==> config.mk <==
export PLATFORM = sky130hd
export DESIGN_NAME = jlsemi_util_clkgate_ctrl_flat
export DESIGN_NICKNAME = d
export VERILOG_FILES = /design/src/rtl/jlsemi_util_clkgate_ctrl_if.sv /design/src/rtl/jlsemi_util_clkgate_ctrl.sv /design/src/flat_wrapper.sv
export SDC_FILE = /design/constraint.sdc
export NUM_CORES = 1
export LEC_CHECK = 0
export ABC_AREA = 0
export CAP_MARGIN = 10
export CORE_MARGIN = 8
export CORE_UTILIZATION = 55
export CTS_CLUSTER_SIZE = 40
export DETAILED_ROUTE_END_ITERATION = 12
export PLACE_DENSITY_LB_ADDON = 0.12
export SYNTH_ARGS = -nofsm -noshare
export SYNTH_HDL_FRONTEND = slang
export SYNTH_SLANG_ARGS = --single-unit
export TNS_END_PERCENT = 5
==> constraint.sdc <==
create_clock -name clk_i -period 5.85 [get_ports clk_i]
set_input_delay 1.17 -clock clk_i [delete_from_list [all_inputs] [get_ports clk_i]]
set_output_delay 1.17 -clock clk_i [all_outputs]
set_load 0.02 [all_outputs]
==> src/rtl/jlsemi_util_clkgate_ctrl_if.sv <==
// ---------------------------------------------------------------------------
// jlsemi_util_clkgate_ctrl_if
// Groups the request/status signals between a gated functional domain (plus
// its software/DFT control) and the clock-gate controller.
//
// Handshake semantics: there is no valid/ready pair. wake_req_i, busy_i and
// force_on_i are levels sampled on every clock edge. clk_rdy_o and clk_off_o
// are registered status levels: clk_rdy_o=1 means the gated clock is running,
// clk_off_o=1 means it is stopped, and both 0 means a transition is in flight.
//
// Signals:
//   wake_req_i      level request to keep/turn the gated clock on
//   busy_i          activity from the gated domain (same effect as wake_req_i)
//   force_on_i      override: never auto-gate while high
//   idle_thr_i      consecutive idle cycles before gating (0 = never gate)
//   clk_en_o        registered enable to the clock-gate cell
//   clk_rdy_o       gated clock guaranteed running
//   clk_off_o       gated clock guaranteed stopped
//   wake_cnt_o      saturating count of OFF->WAKE transitions
//   dbg_state_o     current controller state (OFF=0, WAKE=1, ON=2, DRAIN=3)
//   dbg_idle_cnt_o  current idle counter value
// Modports:
//   master  the side that issues requests and observes status
//   slave   the controller
// ---------------------------------------------------------------------------
interface jlsemi_util_clkgate_ctrl_if #(
    parameter int IDLE_W = 8,
    parameter int WCNT_W = 16
);
    logic              wake_req_i;
    logic              busy_i;
    logic              force_on_i;
    logic [IDLE_W-1:0] idle_thr_i;
    logic              clk_en_o;
    logic              clk_rdy_o;
    logic              clk_off_o;
    logic [WCNT_W-1:0] wake_cnt_o;
    logic [1:0]        dbg_state_o;
    logic [IDLE_W-1:0] dbg_idle_cnt_o;

    modport master (
        output wake_req_i, busy_i, force_on_i, idle_thr_i,
        input  clk_en_o, clk_rdy_o, clk_off_o, wake_cnt_o,
        input  dbg_state_o, dbg_idle_cnt_o
    );

    modport slave (
        input  wake_req_i, busy_i, force_on_i, idle_thr_i,
        output clk_en_o, clk_rdy_o, clk_off_o, wake_cnt_o,
        output dbg_state_o, dbg_idle_cnt_o
    );
endinterface

==> src/rtl/jlsemi_util_clkgate_ctrl.sv <==
// ---------------------------------------------------------------------------
// jlsemi_util_clkgate_ctrl
// Drives clk_en for a downstream synchronising clock-gate cell. Wakes the
// gated domain on request/activity, reports clock-ready only after the gate's
// enable latency, auto-gates after a programmable idle period and reports
// clock-off only after the gate-off latency. All outputs are registered.
//
// Parameters:
//   EN_LAT  cycles from a clk_en_o edge to the gate output changing (>=1)
//   IDLE_W  width of the idle threshold and idle counter
//   WCNT_W  width of the saturating wake-event counter
// Ports:
//   clk_i   always-on clock (same clock as the gate cell)
//   rst_i   asynchronous reset, active high
//   bus     slave side of jlsemi_util_clkgate_ctrl_if (requests in, status out)
// ---------------------------------------------------------------------------
module jlsemi_util_clkgate_ctrl #(
    parameter int EN_LAT = 4,
    parameter int IDLE_W = 8,
    parameter int WCNT_W = 16
) (
    input  logic                        clk_i,
    input  logic                        rst_i,
    jlsemi_util_clkgate_ctrl_if.slave   bus
);
    // lat_cnt counts up to EN_LAT (it also increments on the exit edge).
    localparam int LAT_W = $clog2(EN_LAT + 1);
    localparam logic [LAT_W-1:0] LAT_LAST = LAT_W'(EN_LAT - 1);

    typedef enum logic [1:0] {
        ST_OFF   = 2'd0,
        ST_WAKE  = 2'd1,
        ST_ON    = 2'd2,
        ST_DRAIN = 2'd3
    } state_t;

    state_t            state_q,    state_d;
    logic [LAT_W-1:0]  lat_cnt_q,  lat_cnt_d;
    logic [IDLE_W-1:0] idle_cnt_q, idle_cnt_d;
    logic              clk_en_q,   clk_en_d;
    logic              clk_rdy_q,  clk_rdy_d;
    logic              clk_off_q,  clk_off_d;
    logic [WCNT_W-1:0] wake_cnt_q, wake_cnt_d;

    logic              act;
    logic [IDLE_W:0]   idle_next;

    always_comb begin
        state_d    = state_q;
        lat_cnt_d  = lat_cnt_q;
        idle_cnt_d = idle_cnt_q;
        clk_en_d   = clk_en_q;
        clk_rdy_d  = clk_rdy_q;
        clk_off_d  = clk_off_q;
        wake_cnt_d = wake_cnt_q;

        act = bus.wake_req_i | bus.busy_i | bus.force_on_i;
        // One bit wider so the threshold compare cannot wrap at all-ones.
        idle_next = {1'b0, idle_cnt_q} + (IDLE_W + 1)'(1);

        case (state_q)
            ST_OFF: begin
                if (act) begin
                    state_d   = ST_WAKE;
                    clk_en_d  = 1'b1;
                    clk_off_d = 1'b0;
                    lat_cnt_d = '0;
                    if (wake_cnt_q != '1) begin
                        wake_cnt_d = wake_cnt_q + WCNT_W'(1);
                    end
                end
            end

            ST_WAKE: begin
                // Wake is committed once started; act is ignored here.
                lat_cnt_d = lat_cnt_q + LAT_W'(1);
                if (lat_cnt_q == LAT_LAST) begin
                    state_d    = ST_ON;
                    clk_rdy_d  = 1'b1;
                    idle_cnt_d = '0;
                end
            end

            ST_ON: begin
                if (act) begin
                    idle_cnt_d = '0;
                end else if (bus.idle_thr_i != '0) begin
                    if (idle_cnt_q != '1) begin
                        idle_cnt_d = idle_cnt_q + IDLE_W'(1);
                    end
                    // Gate on the idle_thr-th idle cycle; a threshold lowered
                    // below the running count gates on the next idle cycle.
                    if (idle_next >= {1'b0, bus.idle_thr_i}) begin
                        state_d   = ST_DRAIN;
                        clk_en_d  = 1'b0;
                        clk_rdy_d = 1'b0;
                        lat_cnt_d = '0;
                    end
                end
            end

            ST_DRAIN: begin
                // Drain always completes; a new request re-wakes from OFF.
                lat_cnt_d = lat_cnt_q + LAT_W'(1);
                if (lat_cnt_q == LAT_LAST) begin
                    state_d   = ST_OFF;
                    clk_off_d = 1'b1;
                end
            end

            default: begin
                state_d   = ST_OFF;
                clk_en_d  = 1'b0;
                clk_rdy_d = 1'b0;
                clk_off_d = 1'b1;
            end
        endcase
    end

    always_ff @(posedge clk_i or posedge rst_i) begin
        if (rst_i) begin
            state_q    <= ST_OFF;
            lat_cnt_q  <= '0;
            idle_cnt_q <= '0;
            clk_en_q   <= 1'b0;
            clk_rdy_q  <= 1'b0;
            clk_off_q  <= 1'b1;
            wake_cnt_q <= '0;
        end else begin
            state_q    <= state_d;
            lat_cnt_q  <= lat_cnt_d;
            idle_cnt_q <= idle_cnt_d;
            clk_en_q   <= clk_en_d;
            clk_rdy_q  <= clk_rdy_d;
            clk_off_q  <= clk_off_d;
            wake_cnt_q <= wake_cnt_d;
        end
    end

    assign bus.clk_en_o       = clk_en_q;
    assign bus.clk_rdy_o      = clk_rdy_q;
    assign bus.clk_off_o      = clk_off_q;
    assign bus.wake_cnt_o     = wake_cnt_q;
    assign bus.dbg_state_o    = state_q;
    assign bus.dbg_idle_cnt_o = idle_cnt_q;

endmodule

==> src/flat_wrapper.sv <==
// flat-port wrapper written by rule: the top's interface ports become plain ports
module jlsemi_util_clkgate_ctrl_flat 
#(
    parameter int EN_LAT = 4,
    parameter int IDLE_W = 8,
    parameter int WCNT_W = 16
)
  (clk_i, rst_i, bus_wake_req_i, bus_busy_i, bus_force_on_i, bus_idle_thr_i, bus_clk_en_o, bus_clk_rdy_o, bus_clk_off_o, bus_wake_cnt_o, bus_dbg_state_o, bus_dbg_idle_cnt_o);
  jlsemi_util_clkgate_ctrl_if #(.IDLE_W(IDLE_W), .WCNT_W(WCNT_W)) bus_i ();
  input  logic clk_i;
  input  logic rst_i;
  input wire logic [$bits(bus_i.wake_req_i)-1:0] bus_wake_req_i;
  input wire logic [$bits(bus_i.busy_i)-1:0] bus_busy_i;
  input wire logic [$bits(bus_i.force_on_i)-1:0] bus_force_on_i;
  input wire logic [$bits(bus_i.idle_thr_i)-1:0] bus_idle_thr_i;
  output wire logic [$bits(bus_i.clk_en_o)-1:0] bus_clk_en_o;
  output wire logic [$bits(bus_i.clk_rdy_o)-1:0] bus_clk_rdy_o;
  output wire logic [$bits(bus_i.clk_off_o)-1:0] bus_clk_off_o;
  output wire logic [$bits(bus_i.wake_cnt_o)-1:0] bus_wake_cnt_o;
  output wire logic [$bits(bus_i.dbg_state_o)-1:0] bus_dbg_state_o;
  output wire logic [$bits(bus_i.dbg_idle_cnt_o)-1:0] bus_dbg_idle_cnt_o;
  assign bus_i.wake_req_i = bus_wake_req_i;
  assign bus_i.busy_i = bus_busy_i;
  assign bus_i.force_on_i = bus_force_on_i;
  assign bus_i.idle_thr_i = bus_idle_thr_i;
  assign bus_clk_en_o = bus_i.clk_en_o;
  assign bus_clk_rdy_o = bus_i.clk_rdy_o;
  assign bus_clk_off_o = bus_i.clk_off_o;
  assign bus_wake_cnt_o = bus_i.wake_cnt_o;
  assign bus_dbg_state_o = bus_i.dbg_state_o;
  assign bus_dbg_idle_cnt_o = bus_i.dbg_idle_cnt_o;
  jlsemi_util_clkgate_ctrl #(.EN_LAT(EN_LAT), .IDLE_W(IDLE_W), .WCNT_W(WCNT_W)) u_core (.clk_i(clk_i), .rst_i(rst_i), .bus(bus_i));
endmodule
==> results by stage, run 1 <==
Worst hold path:
- In this run the most critical hold path is launched from u_core.bus.wake_cnt_o[6]$_DFFE_PP0P_.
- The type of the tightest min-delay check is register to register.

STA:
- The peak clock frequency supported by timing is 333.1 MHz.
- The clock tree skew after final layout is 0.005741 ns.
- In the final timing run, aggregate negative setup slack is 0 ns.
- The number of endpoints failing setup at the final stage is 0.
- The smallest clock period supported by the final layout is computed as 3.002 ns.
- For the pin with the worst max-slew slack, the measured transition is 1.019 ns.
- The count of endpoints failing hold in the final timing report was 0.
- Setup repair after global routing left no endpoint under its margin.
- The final count of pins violating max slew came to 0.
- The period utilization is 51.32%.
- The worst pin sits at a relative slew slack of 30.14%.

Finish:
- The number of antenna diodes in the final layout is 0.
- The area growth from synthesis to layout is 26.99%.
- The finished layout holds 294 standard cells, fillers aside.
- The net count of the finished layout is 275.
- Cells fill 71.34% of the core in the end.
- In the final layout, the share of cells above drive strength 1 is 10.98%.

Pwr:
- The power density relative to cell area is 324.9 nW/µm².
- The clock network power share is 21.0%.
- The share of total power dissipated in combinational logic is 42.8%.
- For this design the static power due to leakage is 1.157 nW.
- The net switching power of the design is 0.0003263 W.
- The worst IR drop on VDD is 0.2104 mV.
- The fraction of power consumed by sequential logic is 36.2%.
- In this run switching power makes up 39.04% of total power.
- The total internal power is 0.0005095 W.

Floorplanning:
- The floorplan die area is 5881 µm².
- The initial standard-cell utilization of the core is 56.18%.
- The total area inside the core boundary comes to 3606 µm².
- The horizontal extent of the die is 76.69 µm.
- The die outline height is 76.69 µm.
- Row generation in the floorplan step produced 22 rows.
- The number of placed I/O pins is 42.

Critical path:
- The kind of start point of the critical path is an input pin.
- The required time at the worst-slack endpoint is 6.01 ns.
- The arrival time at the worst endpoint is 3.16 ns.
- The highest net fanout along the worst path is 2.
- The path type of the worst setup path is input pin to register.
- The startpoint identified for the worst register-to-register timing path is u_core.bus.dbg_idle_cnt_o[2]$_DFFE_PP0P_.
- The worst setup path is captured at a register.
- The origin of the worst setup path is bus_idle_thr_i[2].

Synth:
- The primary flip-flop cell chosen by synthesis mapping is sky130_fd_sc_hd__dfrtp_1.
- The post-synthesis instance total is 200.
- The synthesized netlist devotes 14.27% of its cell area to compound gates.
- Summing the areas of all fa, ha and maj instances in the mapped netlist gives 10.50% of the synthesized area.
- The dominant combinational cell family by area after synthesis is simple AND/OR/NAND/NOR gates.
- The number of flops mapped to enable cells by yosys is 0.
- The Yosys step of the flow raised 0 warnings.
- The portion of synthesized area spent on multiplexers is 3.830%.
- The post-synthesis register bit count is 32.
- The simple-gate share of the synthesized area is 19.21%.
- The synthesized netlist devotes 8.647% of its cell area to XOR and XNOR gates.
- The post-synthesis cell area is 2026 µm².
- The async set or reset register ratio after synthesis is 100.0%.
- The number of nets in the synthesized netlist is 230.
- The share of the Yosys chip area taken by registers is 39.59%.
- The number of distinct library cell variants in the gate-level netlist after synthesis is 44.
- The post-synthesis average cell area is 10.13 µm².

Routing:
- After detailed routing, the number of vias per cell comes to 5.605.
- Dividing the detail-routed wire length by the instance count gives 14.98 µm.
- The number of DRC markers after the initial detailed-route iteration is 48.
- The pre-antenna-repair detailed-routing pass consisted of 4 iterations.
- Across all layers, the routed design uses 1648 vias.
- For this block, the routed nets add up to 4403 µm of wire.
- In this run the remaining antenna-violating nets after routing total 0.
- For this run, design rule violations remaining after detail routing come to 0.

Global routing:
- The total overflow left after global routing is 0.
- The pin count of the biggest net entering global routing is 33.
- The overall routing resource usage is 16.25%.
- The number of global-route vias before repair is 1675.
- The number of antenna violations at the first check in global routing was 0.
- The wire length of the first global-routing pass is 8004 µm.

Clocking:
- The TritonCTS clock tree is done.
- The post-cts gate resize count is 0.
- The count of clock tree sinks is 32.
- The clock tree synthesis step divided the H-tree into 2 levels.
- The clock latency at the later pin of the worst-skew pair is 0.28 ns.
- The root buffer cell chosen for the clock tree is sky130_fd_sc_hd__clkbuf_8.
- The number of post-CTS setup repair buffers is 0.
- The longest clock path from root to sink contains 2 buffers.
- For this design, the CTS-stage hold fixing added 0 buffers.
- The number of buffers created by CTS is 5.
- The clock transition at the registers of the reported paths is 0.07 ns.

Placed design:
- The detailed placement HPWL is 3489 µm.
- The total instance count after detailed placement is 286.
- The routability congestion estimate from global placement is 0.8309.
- The count of input and output buffers is 41.

Job:
- Max-cap violations in this run came to 0.

Outcome:
- The flow ran to the end, and the final reports show no timing, DRC or antenna violations.
power groups by stage:
| stage | Sequential [W] | Clock, W | Combinational (W) |
|---|---|---|---|
| final | 0.000303 | 0.000175 | 0.000358 |
| after global routing | 0.000310 | 0.000190 | 0.000398 |
| after CTS | 0.000303 | 0.000180 | 0.000362 |
| after detailed placement | 0.000306 | 0 | 0.000361 |
| after global placement | 0.000305 | 0 | 0.000351 |
| after floorplan | 0.000333 | 0 | 0.000217 |
stage by stage:
stage	area, µm²	total power [W]	hold slack, ns	setup slack [ns]
2_1_floorplan	2026	0.0005500	0.4581	3.224
3_3_place_gp	2480	0.0006551	0.4718	2.620
5_1_grt	2572	0.0008991	0.5164	2.697
6_report	2572	0.0008359	0.4801	2.848
3_5_place_dp	2480	0.0006677	0.4788	2.557
4_1_cts	2572	0.0008445	0.4882	2.855
metal layers:
layer / global-route usage, % / part of all wire (%) / vias to the layer above
li1: - / - / 803
met1: 20.58 / 44 / 796
met2: 26.08 / 50 / 45
met3: 5.478 / 5.7 / 4
met4: 3.462 / 0.52 / 0
met5: 0 / 0 / -
flip-flops by register name (all words and copies together) (netlist names):
register                   flops
u_core.bus.clk_en_o            1
u_core.bus.clk_off_o           1
u_core.bus.clk_rdy_o           1
u_core.bus.dbg_idle_cnt_o      8
u_core.bus.dbg_state_o         2
u_core.bus.wake_cnt_o         16
u_core.lat_cnt_q               3
final cells by class:
type                       count  area, µm²
timing repair buffer          42      417.9
fill                         291       1033
clock buffer                   6      82.58
inverter                      15      56.30
tap                           48      60.06
clock inverter                 2      10.01
sequential                    32      802.0
multi-input combinational    149       1144
placed cells by master, fill, tap and decap left out, types with 4 or more instances in the layout:
| master | instances |
|---|---|
| sky130_fd_sc_hd__clkdlybuf4s50_1 | 41 |
| sky130_fd_sc_hd__dfrtp_1 | 31 |
| sky130_fd_sc_hd__ha_1 | 17 |
| sky130_fd_sc_hd__nand2_1 | 16 |
| sky130_fd_sc_hd__inv_1 | 15 |
| sky130_fd_sc_hd__nand3_1 | 14 |
| sky130_fd_sc_hd__xnor2_1 | 13 |
| sky130_fd_sc_hd__o21ai_0 | 11 |
| sky130_fd_sc_hd__nor2_1 | 10 |
| sky130_fd_sc_hd__xor2_1 | 7 |
| sky130_fd_sc_hd__a21oi_1 | 6 |
| sky130_fd_sc_hd__mux2_1 | 6 |
| sky130_fd_sc_hd__o31ai_1 | 6 |
| sky130_fd_sc_hd__clkbuf_8 | 6 |
| sky130_fd_sc_hd__nand4_1 | 4 |
kinds of logic (layout without fill, tap and decap cells):
family / count (synthesis) / after routing
compound gates: 40 / 40
xor+xnor: 20 / 20
fa+ha+maj: 17 / 17
buf+inv: 19 / 65
flops: 32 / 32
mux: 7 / 7
simple gates: 65 / 65
path summary, 6_finish.rpt:
kind                       slack (ns)                               endpoint  depth (start not counted)
hold / removal                   0.48   u_core.bus.wake_cnt_o[6]$_DFFE_PP0P_                          1
max in group asynchronous        4.24       u_core.bus.clk_off_o$_DFFE_PP1P_                          3
min in group asynchronous        1.28  u_core.bus.wake_cnt_o[10]$_DFFE_PP0P_                          3
setup / recovery                 2.85  u_core.bus.dbg_state_o[1]$_DFFE_PP0P_                          8
hold reg to reg                  0.48   u_core.bus.wake_cnt_o[6]$_DFFE_PP0P_                          1
setup reg to reg                 3.16  u_core.bus.dbg_state_o[1]$_DFFE_PP0P_                          8
cell usage after synthesis (all sizes together), types with 2 or more instances:
library cell / instances / area (µm²)
clkbuf: 2 / 7.510
buf: 2 / 16.26
and4: 4 / 37.54
nor2: 10 / 37.54
a21o: 3 / 22.52
o21ai: 12 / 60.05
xor2: 7 / 61.31
ha: 17 / 212.7
and2: 2 / 15.02
and3: 4 / 30.03
o31ai: 6 / 45.04
nor3: 4 / 46.30
xnor2: 13 / 113.9
inv: 15 / 56.30
nand3: 14 / 70.07
dfrtp: 31 / 775.7
nand4: 5 / 37.53
nor4: 2 / 25.02
mux2: 6 / 67.56
nand2: 16 / 60.06
a21oi: 10 / 72.58
nor2b: 2 / 12.51
critical path: stages:
cell                              delay [ns]
sky130_fd_sc_hd__clkdlybuf4s50_1        0.49
sky130_fd_sc_hd__inv_1                  0.05
sky130_fd_sc_hd__ha_1                   0.30
sky130_fd_sc_hd__a21oi_1                0.12
sky130_fd_sc_hd__o21ai_0                0.12
sky130_fd_sc_hd__a41oi_1                0.45
sky130_fd_sc_hd__a21oi_2                0.13
sky130_fd_sc_hd__mux2_1                 0.33
Power figures use the tool's default switching activity.
==> run 2, diff against run 1 <==
--- a/config.mk
+++ b/config.mk
@@ -8,7 +8,7 @@
 export ABC_AREA = 0
 export CAP_MARGIN = 10
 export CORE_MARGIN = 8
-export CORE_UTILIZATION = 55
+export CORE_UTILIZATION = 46
 export CTS_CLUSTER_SIZE = 40
 export DETAILED_ROUTE_END_ITERATION = 12
 export PLACE_DENSITY_LB_ADDON = 0.12
==> constraint.sdc (replaced) <==
create_clock -name clk_i -period 2.42 [get_ports clk_i]
set_input_delay 0.484 -clock clk_i [delete_from_list [all_inputs] [get_ports clk_i]]
set_output_delay 0.484 -clock clk_i [all_outputs]
set_load 0.02 [all_outputs]
==> run 2 against run 1 <==
Setup slack worse by 2.8 ns; critical endpoint is now u_core.lat_cnt_q[0]$_DFFE_PP0P_; clock skew is 0.0035 ns lower; critical path depth up 1; highest routed layer unchanged; largest power group unchanged; largest cell class unchanged.
==> results by stage, run 2 (same netlist as run 1, synthesis figures left out) <==
Global routing:
- The overall routing resource usage is 14.14% (-2.1 points).
- The number of global-route vias before repair is 1668 (-0.42%).
- The number of antenna violations at the first check in global routing is 0 (unchanged).
- The total global routing overflow is 0 (unchanged).
- The pin count of the biggest net entering global routing came to 33 (unchanged).
- The wire length of the first global-routing pass was 7500 µm (-6.3%).

Critical path:
- Traced cell by cell, the critical path runs through and4_4 > nand4_1 > xnor2_2 > ha_1 > and3_4 > a21oi_1 > and3_4 > a21oi_4 > mux2_1.
- The required time at the worst-slack endpoint was 2.59 ns (-3.42 ns).
- The arrival time at the worst endpoint is 2.49 ns (-0.67 ns).
- The endpoint identified for the worst register-to-register timing path is u_core.lat_cnt_q[0]$_DFFE_PP0P_.
- By instance count, the cell type seen most on the critical path is sky130_fd_sc_hd__and3_4.
- STA classifies the critical path startpoint as a register.
- For this design, the slowest cell found on the critical path is sky130_fd_sc_hd__dfrtp_1.
- The reg2reg setup slack is 0.09 ns (-3.07 ns).
- The capturing element type of the critical path is a register.
- The highest net fanout along the worst path came to 4 (+2).
- The worst reg2reg path startpoint is u_core.bus.dbg_idle_cnt_o[4]$_DFFE_PP0P_.
- The highest cell delay on the worst timing path is 0.36 ns (-0.13 ns).
- By startpoint and endpoint, the worst setup path is classified as register to register.
- The cell count of the worst reg-to-reg path is 9 (+1).

Job:
- The max-capacitance violation count is 0 (unchanged).

STA:
- The count of endpoints failing hold in the final timing report is 0 (unchanged).
- The final critical path takes up 96.12% of the cycle.
- The relative max-transition margin is 68.73% (+39 points).
- The clock tree skew after final layout is 0.002247 ns (-0.003494 ns).
- Derived from the worst setup path, the maximum achievable clock frequency is 429.9 MHz.
- The final count of pins violating max slew is 0 (unchanged).
- The number of endpoints failing setup at the final stage was 0 (unchanged).
- The smallest setup slack after layout came to 0.09387 ns (-2.754 ns).
- The clock period minus final worst setup slack is 2.326 ns.
- The transition time at the pin with the least slew margin was 0.4691 ns (-0.5497 ns).

Finish:
- The flip-flop count of the largest register, all copies and words added is 16 (unchanged).
- The library cell used most frequently in the layout, excluding fill and tap cells, is sky130_fd_sc_hd__clkdlybuf4s50_1.
- The total of fill cells in the finished design was 375 (+29%).
- The area of the multi-input gates was 1176 µm² (+2.8%).
- The area used by sequential logic in the layout is 802.0 µm² (unchanged).
- Relative to the synthesized area, the layout overhead comes to 34.16%.
- In the layout the commonest cells are sky130_fd_sc_hd__clkdlybuf4s50_1 (41), sky130_fd_sc_hd__dfrtp_1 (31), sky130_fd_sc_hd__nand2_1 (16), sky130_fd_sc_hd__ha_1 (16), sky130_fd_sc_hd__buf_4 (16).
- The number of diodes added for antenna fixing came to 0 (unchanged).
- The number of nets at the end of the flow is 290 (+5.5%).
- The post-route core utilization came to 63.29% (-8.1 points).
- The fraction of final layout cells sized beyond drive strength 1 was 18.39% (+7.4 points).

Pwr:
- The worst IR drop on VDD came to 0.5548 mV (+160%).
- The fraction of power consumed by sequential logic is 35.1% (-1.1 points).
- The net switching power of the design is 0.0008041 W (+150%).
- The total internal power is 0.001242 W (+140%).
- The leakage power summed over all cells was 1.246 nW (+7.7%).
- The switching share of total power was 39.31% (+0.27 points).
- The combinational cell fraction of total power is 44.9% (+2.1 points).
- The power density relative to cell area is 752.8 nW/µm² (+130%).
- The clock network power share is 20.0% (-1.0 points).

Clocking:
- The clock latency at the later pin of the worst-skew pair is 0.28 ns (about the same).
- The CTS root buffer is sky130_fd_sc_hd__clkbuf_8.
- The count of clock tree sinks is 32 (unchanged).
- TritonCTS built the clock tree.
- The clock transition at the registers of the reported paths is 0.07 ns (about the same).
- The post-cts hold buffer count came to 0 (unchanged).
- The number of H-tree branching levels came to 2 (unchanged).
- The number of buffers created by CTS is 5 (unchanged).
- The number of buffers between clock root and the deepest sink is 2 (unchanged).

Floorplanning:
- The initial standard-cell utilization of the core is 47.17% (-9.0 points).
- The floorplan die area is 6783 µm² (+15%).
- The horizontal extent of the die was 82.36 µm (+7.4%).
- The die outline height came to 82.36 µm (+7.4%).
- The number of core rows is 24 (+9.1%).
- The number of placed I/O pins is 42 (unchanged).
- The placeable core region is 4294 µm² (+19%).

Worst hold path:
- The type of the tightest min-delay check is register to register.
- The worst hold endpoint is u_core.bus.wake_cnt_o[6]$_DFFE_PP0P_.
- The worst hold path stage count is 1 (unchanged).
- The beginning of the worst hold path is u_core.bus.wake_cnt_o[6]$_DFFE_PP0P_.

Routing:
- The mean routed wirelength per cell came to 14.37 µm (-4.1%).
- The number of DRC markers after the initial detailed-route iteration is 104 (+120%).
- The number of nets with antenna violations after routing is 0 (unchanged).
- The detailed-route vias per instance is 5.275 (-5.9%).
- The wire length reported by the detailed router is 4497 µm (+2.1%).
- The count of vias placed by the detailed router is 1651 (+0.18%).
- The number of iterations in the first detailed-routing pass was 4 (unchanged).
- The DRC violation count after routing is 0 (unchanged).

Outcome:
- The flow ran to the end, and the final reports show no timing, DRC or antenna violations.

Placed design:
- The detailed placement HPWL came to 3461 µm (-0.82%).
- The routability congestion estimate from global placement is 0.7901 (-4.9%).
- The pre-CTS setup slack is -0.09585 ns (-2.653 ns).
- The count of input and output buffers is 41 (unchanged).
==> run 2: what timing repair did <==
item / 4_1_cts / 5_1_grt
endpoints found under the setup margin: 0 / 4
resized for setup: 0 / 6
setup buffers: 0 / 0
==> run 2: layer usage <==
metal  GRT usage (%)  vias up  part of all wire [%]
met5               0        -                     0
met4           3.684        0                  0.96
met3           4.545        6                   7.3
met2           22.55       44                    45
met1           18.01      764                    46
li1                -      837                     -
==> run 2: stage by stage <==
| stage | cell area, µm² | setup TNS (ns) | hold slack [ns] | instances | power, W |
|---|---|---|---|---|---|
| 2_1_floorplan | 2033 | 0 | 0.4581 | 200 | 0.001335 |
| 3_3_place_gp | 2605 | -0.2444 | 0.4678 | 305 | 0.001642 |
| 3_5_place_dp | 2605 | -0.3596 | 0.4757 | 305 | 0.001654 |
| 4_1_cts | 2693 | 0 | 0.4876 | 313 | 0.002074 |
| 5_1_grt | 2718 | -0.03020 | 0.5180 | 313 | 0.002210 |
| 6_report | 2718 | 0 | 0.4845 | 313 | 0.002046 |
==> run 2: layout make-up <==
class	count	share of cell area, %
Sequential cell	32	29.51
Multi-Input combinational cell	149	43.28
Tap cell	52	2.394
Clock inverter	3	0.6906
Timing Repair Buffer	57	19.52
Clock buffer	5	2.532
Inverter	15	2.072
==> run 2: critical path: cells and delay by family, from the launching register on <==
family	cells	cell delay (ns)
and+or+nand+nor	4	0.79
DFF	1	0.36
muxes	1	0.34
adders and majority gates	1	0.31
AOI/OAI and AO/OA	2	0.22
xor gates and xnor gates	1	0.18
==> run 2: worst max-delay path by stage <==
stage / startpoint / to / slack (ns)
2_1_floorplan: u_core.bus.dbg_idle_cnt_o[2]$_DFFE_PP0P_ / u_core.lat_cnt_q[0]$_DFFE_PP0P_ / 0.01
3_3_place_gp: bus_idle_thr_i[2] / u_core.lat_cnt_q[0]$_DFFE_PP0P_ / -0.07
3_5_place_dp: bus_idle_thr_i[2] / u_core.lat_cnt_q[0]$_DFFE_PP0P_ / -0.1
4_1_cts: u_core.bus.dbg_idle_cnt_o[0]$_DFFE_PP0P_ / u_core.lat_cnt_q[0]$_DFFE_PP0P_ / 0.04
5_1_grt: u_core.bus.dbg_idle_cnt_o[3]$_DFFE_PP0P_ / u_core.bus.dbg_state_o[1]$_DFFE_PP0P_ / -0.02
6_report: u_core.bus.dbg_idle_cnt_o[4]$_DFFE_PP0P_ / u_core.lat_cnt_q[0]$_DFFE_PP0P_ / 0.09
==> run 2: power by group through the flow <==
stage	Combinational [W]	Clock, W	Sequential [W]
CTS	0.000930	0.000425	0.000719
floorplan	0.000531	0	0.000804
global route	0.00102	0.000451	0.000737
finish	0.000918	0.000409	0.000719
global placement	0.000912	0	0.000730
detailed placement	0.000926	0	0.000728
==> patch 1 (config.mk and constraints of run 2) <==
`EN_LAT` is set to 4 in 2 places; all go to 8.
--- a/src/rtl/jlsemi_util_clkgate_ctrl.sv
+++ b/src/rtl/jlsemi_util_clkgate_ctrl.sv
@@ -15,7 +15,7 @@
 //   bus     slave side of jlsemi_util_clkgate_ctrl_if (requests in, status out)
 // ---------------------------------------------------------------------------
 module jlsemi_util_clkgate_ctrl #(
-    parameter int EN_LAT = 4,
+    parameter int EN_LAT = 8,
     parameter int IDLE_W = 8,
     parameter int WCNT_W = 16
 ) (
--- a/src/flat_wrapper.sv
+++ b/src/flat_wrapper.sv
@@ -1,7 +1,7 @@
 // flat-port wrapper written by rule: the top's interface ports become plain ports
 module jlsemi_util_clkgate_ctrl_flat 
 #(
-    parameter int EN_LAT = 4,
+    parameter int EN_LAT = 8,
     parameter int IDLE_W = 8,
     parameter int WCNT_W = 16
 )
Behaviour: not the same (Yosys sat finds a counterexample within 10 cycles, from zero or initial values and one cycle with rst_i high).
==> patch 1 against run 2 <==
Non-clock buffer count grew 18; global-route usage rose by 1.6 points; sequential cell count grew 1; area after synthesis shrank 1.2%; worst setup slack worse by 0.092 ns; sequential share of layout area decreased by 1.5 points; power rose by 5.4%; wire length increased by 14%; final cell count is 9.6% higher; final area grew 9.6%; clock power grew 2%.
==> patch 1: results (changes against run 2) <==
| Metric | Value |
|---|---|
| Netlist cell types | `41 (-6.8%)` |
| Largest net degree at the start of global routing | `34 (+3.0%)` |
| RR Endpoint | `u_core.bus.dbg_state_o[1]$_DFFE_PP0P_` |
| Net Sw Frac | `38.9% (-0.42 points)` |
| Status | `complete, no violations` |
| DR WL met3 | `264 um (-20%)` |
| Met2 Usage GRT | `25.7% (+3.2 points)` |
| P_comb | `1.02 mW (+11%)` |
| Drt wl/cell | `15.0 um (+4.2%)` |
| Max-slew headroom | `64.8% (-3.9 points)` |
| Initial DRC Count | `86 (-17%)` |
| Wire length on met1 | `2.30 mm (+10%)` |
| Wire length on met2 | `2.51 mm (+23%)` |
| Fmax | `0.413 GHz (-3.8%)` |
| Clk_lat worst skew | `about 0.29 ns` |
| Max FFs per register | `16 (unchanged)` |
| WP data arrival | `2.60 ns (+0.11 ns)` |
| Post-CTS Setup Bufs | `1 (+1)` |
| HPWL Detailed | `3.81 mm (+10%)` |
| Clk pwr | `0.416 mW (+2%)` |
| Max Clock Skew | `0.00543 ns (+0.00318 ns)` |
| Crit path largest cell delay | `0.44 ns (+0.08 ns)` |
| R2R Path Start | `u_core.bus.dbg_idle_cnt_o[1]$_DFFE_PP0P_` |
| GR Layer Usage met3 | `4.49% (-0.060 points)` |
| Met1 GRT Util | `19.6% (+1.6 points)` |
| Nets | `319 (+10%)` |
| Setup WS pre-CTS | `-0.124 ns (-0.0286 ns)` |
| Post-synth top cells | `dfrtp_1 (32), nand2_1 (19), ha_1 (16), nor2_1 (16)` |
| Min-delay src | `u_core.bus.wake_cnt_o[7]$_DFFE_PP0P_` |
| Reg2reg path depth | `10 (+1)` |
| Reg2reg setup slack | `0.002 ns (-0.09 ns)` |
| Post-Syn Nets | `240 (+4.3%)` |
| Highest Signal Layer | `met4` |
| Sequential area share after synthesis | `41.3% (+1.7 points)` |
| CP max-delay cell | `dfrtp_2` |
| Placed Area | `2730 sq um (+4.6%)` |
| CP Max Fanout | `5 (+1)` |
| GPL Wtd Cong | `0.875 (+11%)` |
| Global-route wire length before repair | `8.32 mm (+11%)` |
| VDD IR max | `0.659 mV (+19%)` |
| Vias in the first global route | `1796 (+7.7%)` |
| Tot GR Track Use | `15.8% (+1.6 points)` |
| Fillers | `345 (-8.0%)` |
| Synth area leaders | `dfrtp_1 (40%), ha_1 (10%), xnor2_1 (5.2%)` |
| Drt via density | `5.36 (+1.7%)` |
| CP delay by family, top | `compound AO/OA/AOI/OAI gates` |
| Initial antenna violation count | `0 (unchanged)` |
| PostCTS Resize Cnt | `3 (+3)` |
[patch 1: through the flow]
| stage | utilization [%] | instances | total power, mW |
|---|---|---|---|
| after detailed placement | 63.9 | 332 | 1.65 |
| after global routing | 69.9 | 343 | 2.30 |
| after floorplan | - | 211 | 1.26 |
| after CTS | 66.4 | 341 | 2.10 |
| final | 69.9 | 343 | 2.16 |
| after global placement | 63.9 | 332 | 1.64 |
[patch 1: cells by family (layout without fill, tap and decap cells)]
family,after synthesis,after routing,share of synthesized area [%]
and+or+nand+nor,79,79,20.5
adders and majority gates,16,16,10.0
xor gates and xnor gates,21,21,9.19
muxes,4,4,2.31
AOI/OAI and AO/OA,42,42,13.7
DFF,33,33,41.3
buffers and inverters,16,96,3.00
[patch 1: cell type report]
| type | count | share of cell area (%) |
|---|---|---|
| Clock inverter | 3 | 0.588 |
| Sequential cell | 33 | 28.0 |
| Tap cell | 52 | 2.18 |
| Timing Repair Buffer | 75 | 22.5 |
| Inverter | 13 | 1.64 |
| Clock buffer | 5 | 2.31 |
| Multi-Input combinational cell | 162 | 42.8 |
[patch 1: how the worst min path moves through the flow]
stage               slack [ns]                              endpoint  cells after the start
floorplan                 0.45       u_core.lat_cnt_q[3]$_DFFE_PP0P_                      1
global placement          0.48  u_core.bus.wake_cnt_o[7]$_DFFE_PP0P_                      1
detailed placement        0.49  u_core.bus.wake_cnt_o[7]$_DFFE_PP0P_                      1
CTS                       0.50  u_core.bus.wake_cnt_o[7]$_DFFE_PP0P_                      1
global route              0.51  u_core.bus.wake_cnt_o[7]$_DFFE_PP0P_                      1
finish                    0.49  u_core.bus.wake_cnt_o[7]$_DFFE_PP0P_                      1
==> patch 2 (config.mk and constraints of run 2) <==
Made on the original files. Reset style: synchronous (`rst_i`), changed in one clocked block. Comments in the files are not updated.
--- a/src/rtl/jlsemi_util_clkgate_ctrl.sv
+++ b/src/rtl/jlsemi_util_clkgate_ctrl.sv
@@ -117,7 +117,7 @@
         endcase
     end
 
-    always_ff @(posedge clk_i or posedge rst_i) begin
+    always_ff @(posedge clk_i) begin
         if (rst_i) begin
             state_q    <= ST_OFF;
             lat_cnt_q  <= '0;
Formal check against the unedited RTL: differs if rst_i is asserted again (counterexample within 4 cycles, from zero or initial values and one cycle with rst_i high); with rst_i held inactive, the same outputs for 10 cycles.
==> patch 2 against run 2 <==
Area after synthesis increased by 1.7%; power is 9.6% lower; count of clock-buffer cells in the layout increased by 1; worst setup slack worse by 0.084 ns; non-clock buffer count is 5 higher; sequential power is 12% lower; largest power group unchanged; via count is 17% higher; highest routed layer unchanged; final area increased by 5.5%; wire length is 15% higher; clock power increased by 27%; sequential cell count did not move; fmax decreased by 3.5%.
==> patch 2: results (changes against run 2) <==
| Metric | Value |
|---|---|
| Status | `complete, no violations` |
| Synth area leaders | `dfxtp_1 (31%), ha_1 (10%), nor2_1 (5.5%)` |
| Highest Signal Layer | `met4` |
| CP Max Fanout | `3 (-1)` |
| Post-Syn Nets | `269 (+17%)` |
| Root Buffer | `clkbuf_8` |
| Clk pwr share | `28.0% (+8.0 points)` |
| WP data arrival | `2.59 ns (+0.10 ns)` |
| Hold WC Path Type | `flop to flop` |
| CTS Buf Count | `5 (unchanged)` |
| IO buf count | `41 (unchanged)` |
| DR pass1 iterations | `4 (unchanged)` |
| Sequential area share after synthesis | `31.1% (-8.5 points)` |
| Largest net degree at the start of global routing | `15 (-55%)` |
| Max Clock Skew | `0.00845 ns (+0.00621 ns)` |
| Wire length on met2 | `2.53 mm (+24%)` |
| Post-synth ARST share | `0% (-100 points)` |
| Htree depth | `2 (unchanged)` |
| Netlist cell types | `47 (+6.8%)` |
| Drt via density | `5.45 (+3.4%)` |
| Global-route wire length before repair | `8.82 mm (+18%)` |
| Total Routed Length | `5.19 mm (+15%)` |
| Actual slew at the worst max-slew pin | `0.510 ns (+0.0405 ns)` |
| Post-placement cell count | `341 (+12%)` |
| Post-synthesis xor/xnor area fraction | `8.08% (-0.57 points)` |
| DR WL met3 | `252 um (-23%)` |
| Setup WS pre-CTS | `-0.0679 ns (+0.0280 ns)` |
| Post-CTS Setup Bufs | `0 (unchanged)` |
| Initial antenna violation count | `0 (unchanged)` |
| Max Buffers Root-to-Sink | `2 (unchanged)` |
| Placed Area | `2640 sq um (+1.5%)` |
| Clk slew on worst S/H paths | `0.07 ns (about the same)` |
| Vias post-DR | `1925 (+17%)` |
| Tot GR Track Use | `15.0% (+0.84 points)` |
| Met1 GRT Util | `17.4% (-0.66 points)` |
| Seq group | `0.636 mW (-12%)` |
| Synth Area in Adders | `10.3% (-0.17 points)` |
| P_leak | `1.16 nW (-7.0%)` |
| Initial DRC Count | `86 (-17%)` |
| HPWL Detailed | `3.88 mm (+12%)` |
| Met2 Usage GRT | `25.4% (+2.8 points)` |
| Crit path largest cell delay | `0.37 ns` |
| Pwr Total | `1.85 mW (-9.6%)` |
| Nets | `330 (+14%)` |
| VDD IR max | `0.446 mV (-20%)` |
| Antenna Cells | `0 (unchanged)` |
| Multiplexer share of the synthesized area | `3.52% (-0.31 points)` |
| Post-synth top cells | `dfxtp_1 (32), nor2_1 (30), ha_1 (17)` |
| CP max-delay cell | `dfxtp_4` |
| Yosys warning count | `0 (unchanged)` |
| Synth Area in Compound Gates | `16.6% (+2.3 points)` |
| GPL Wtd Cong | `0.795 (+0.62%)` |
| Fraction of layout cells with a size suffix above 1 | `18.3% (-0.12 points)` |
| Mapped Cells | `239 (+20%)` |
| Wire length on met1 | `2.37 mm (+14%)` |
| Internal power | `1.21 mW (-2.7%)` |
| PostCTS Resize Cnt | `0 (unchanged)` |
| GR Layer Usage met3 | `4.59% (+0.044 points)` |
[patch 2: final timing paths]
check	startpoint	end	slack (ns)	cells after the start
setup / recovery	u_core.bus.dbg_idle_cnt_o[0]$_SDFFE_PP0P_	u_core.lat_cnt_q[0]$_SDFFE_PP0P_	0.01	11
hold / removal	u_core.lat_cnt_q[1]$_SDFFE_PP0P_	u_core.lat_cnt_q[1]$_SDFFE_PP0P_	0.48	2
setup reg to reg	u_core.bus.dbg_idle_cnt_o[0]$_SDFFE_PP0P_	u_core.lat_cnt_q[0]$_SDFFE_PP0P_	0.01	11
hold reg to reg	u_core.lat_cnt_q[1]$_SDFFE_PP0P_	u_core.lat_cnt_q[1]$_SDFFE_PP0P_	0.48	2
[patch 2: area by class of cell]
cell class              instances  area [sq um]
clock buffers                   6          72.6
clock inverters                 2          35.0
fillers                       372          1460
inverters                      13          48.8
multi-input cells             186          1420
flip-flops and latches         32           653
well taps                      52          65.1
repair buffers                 62           572
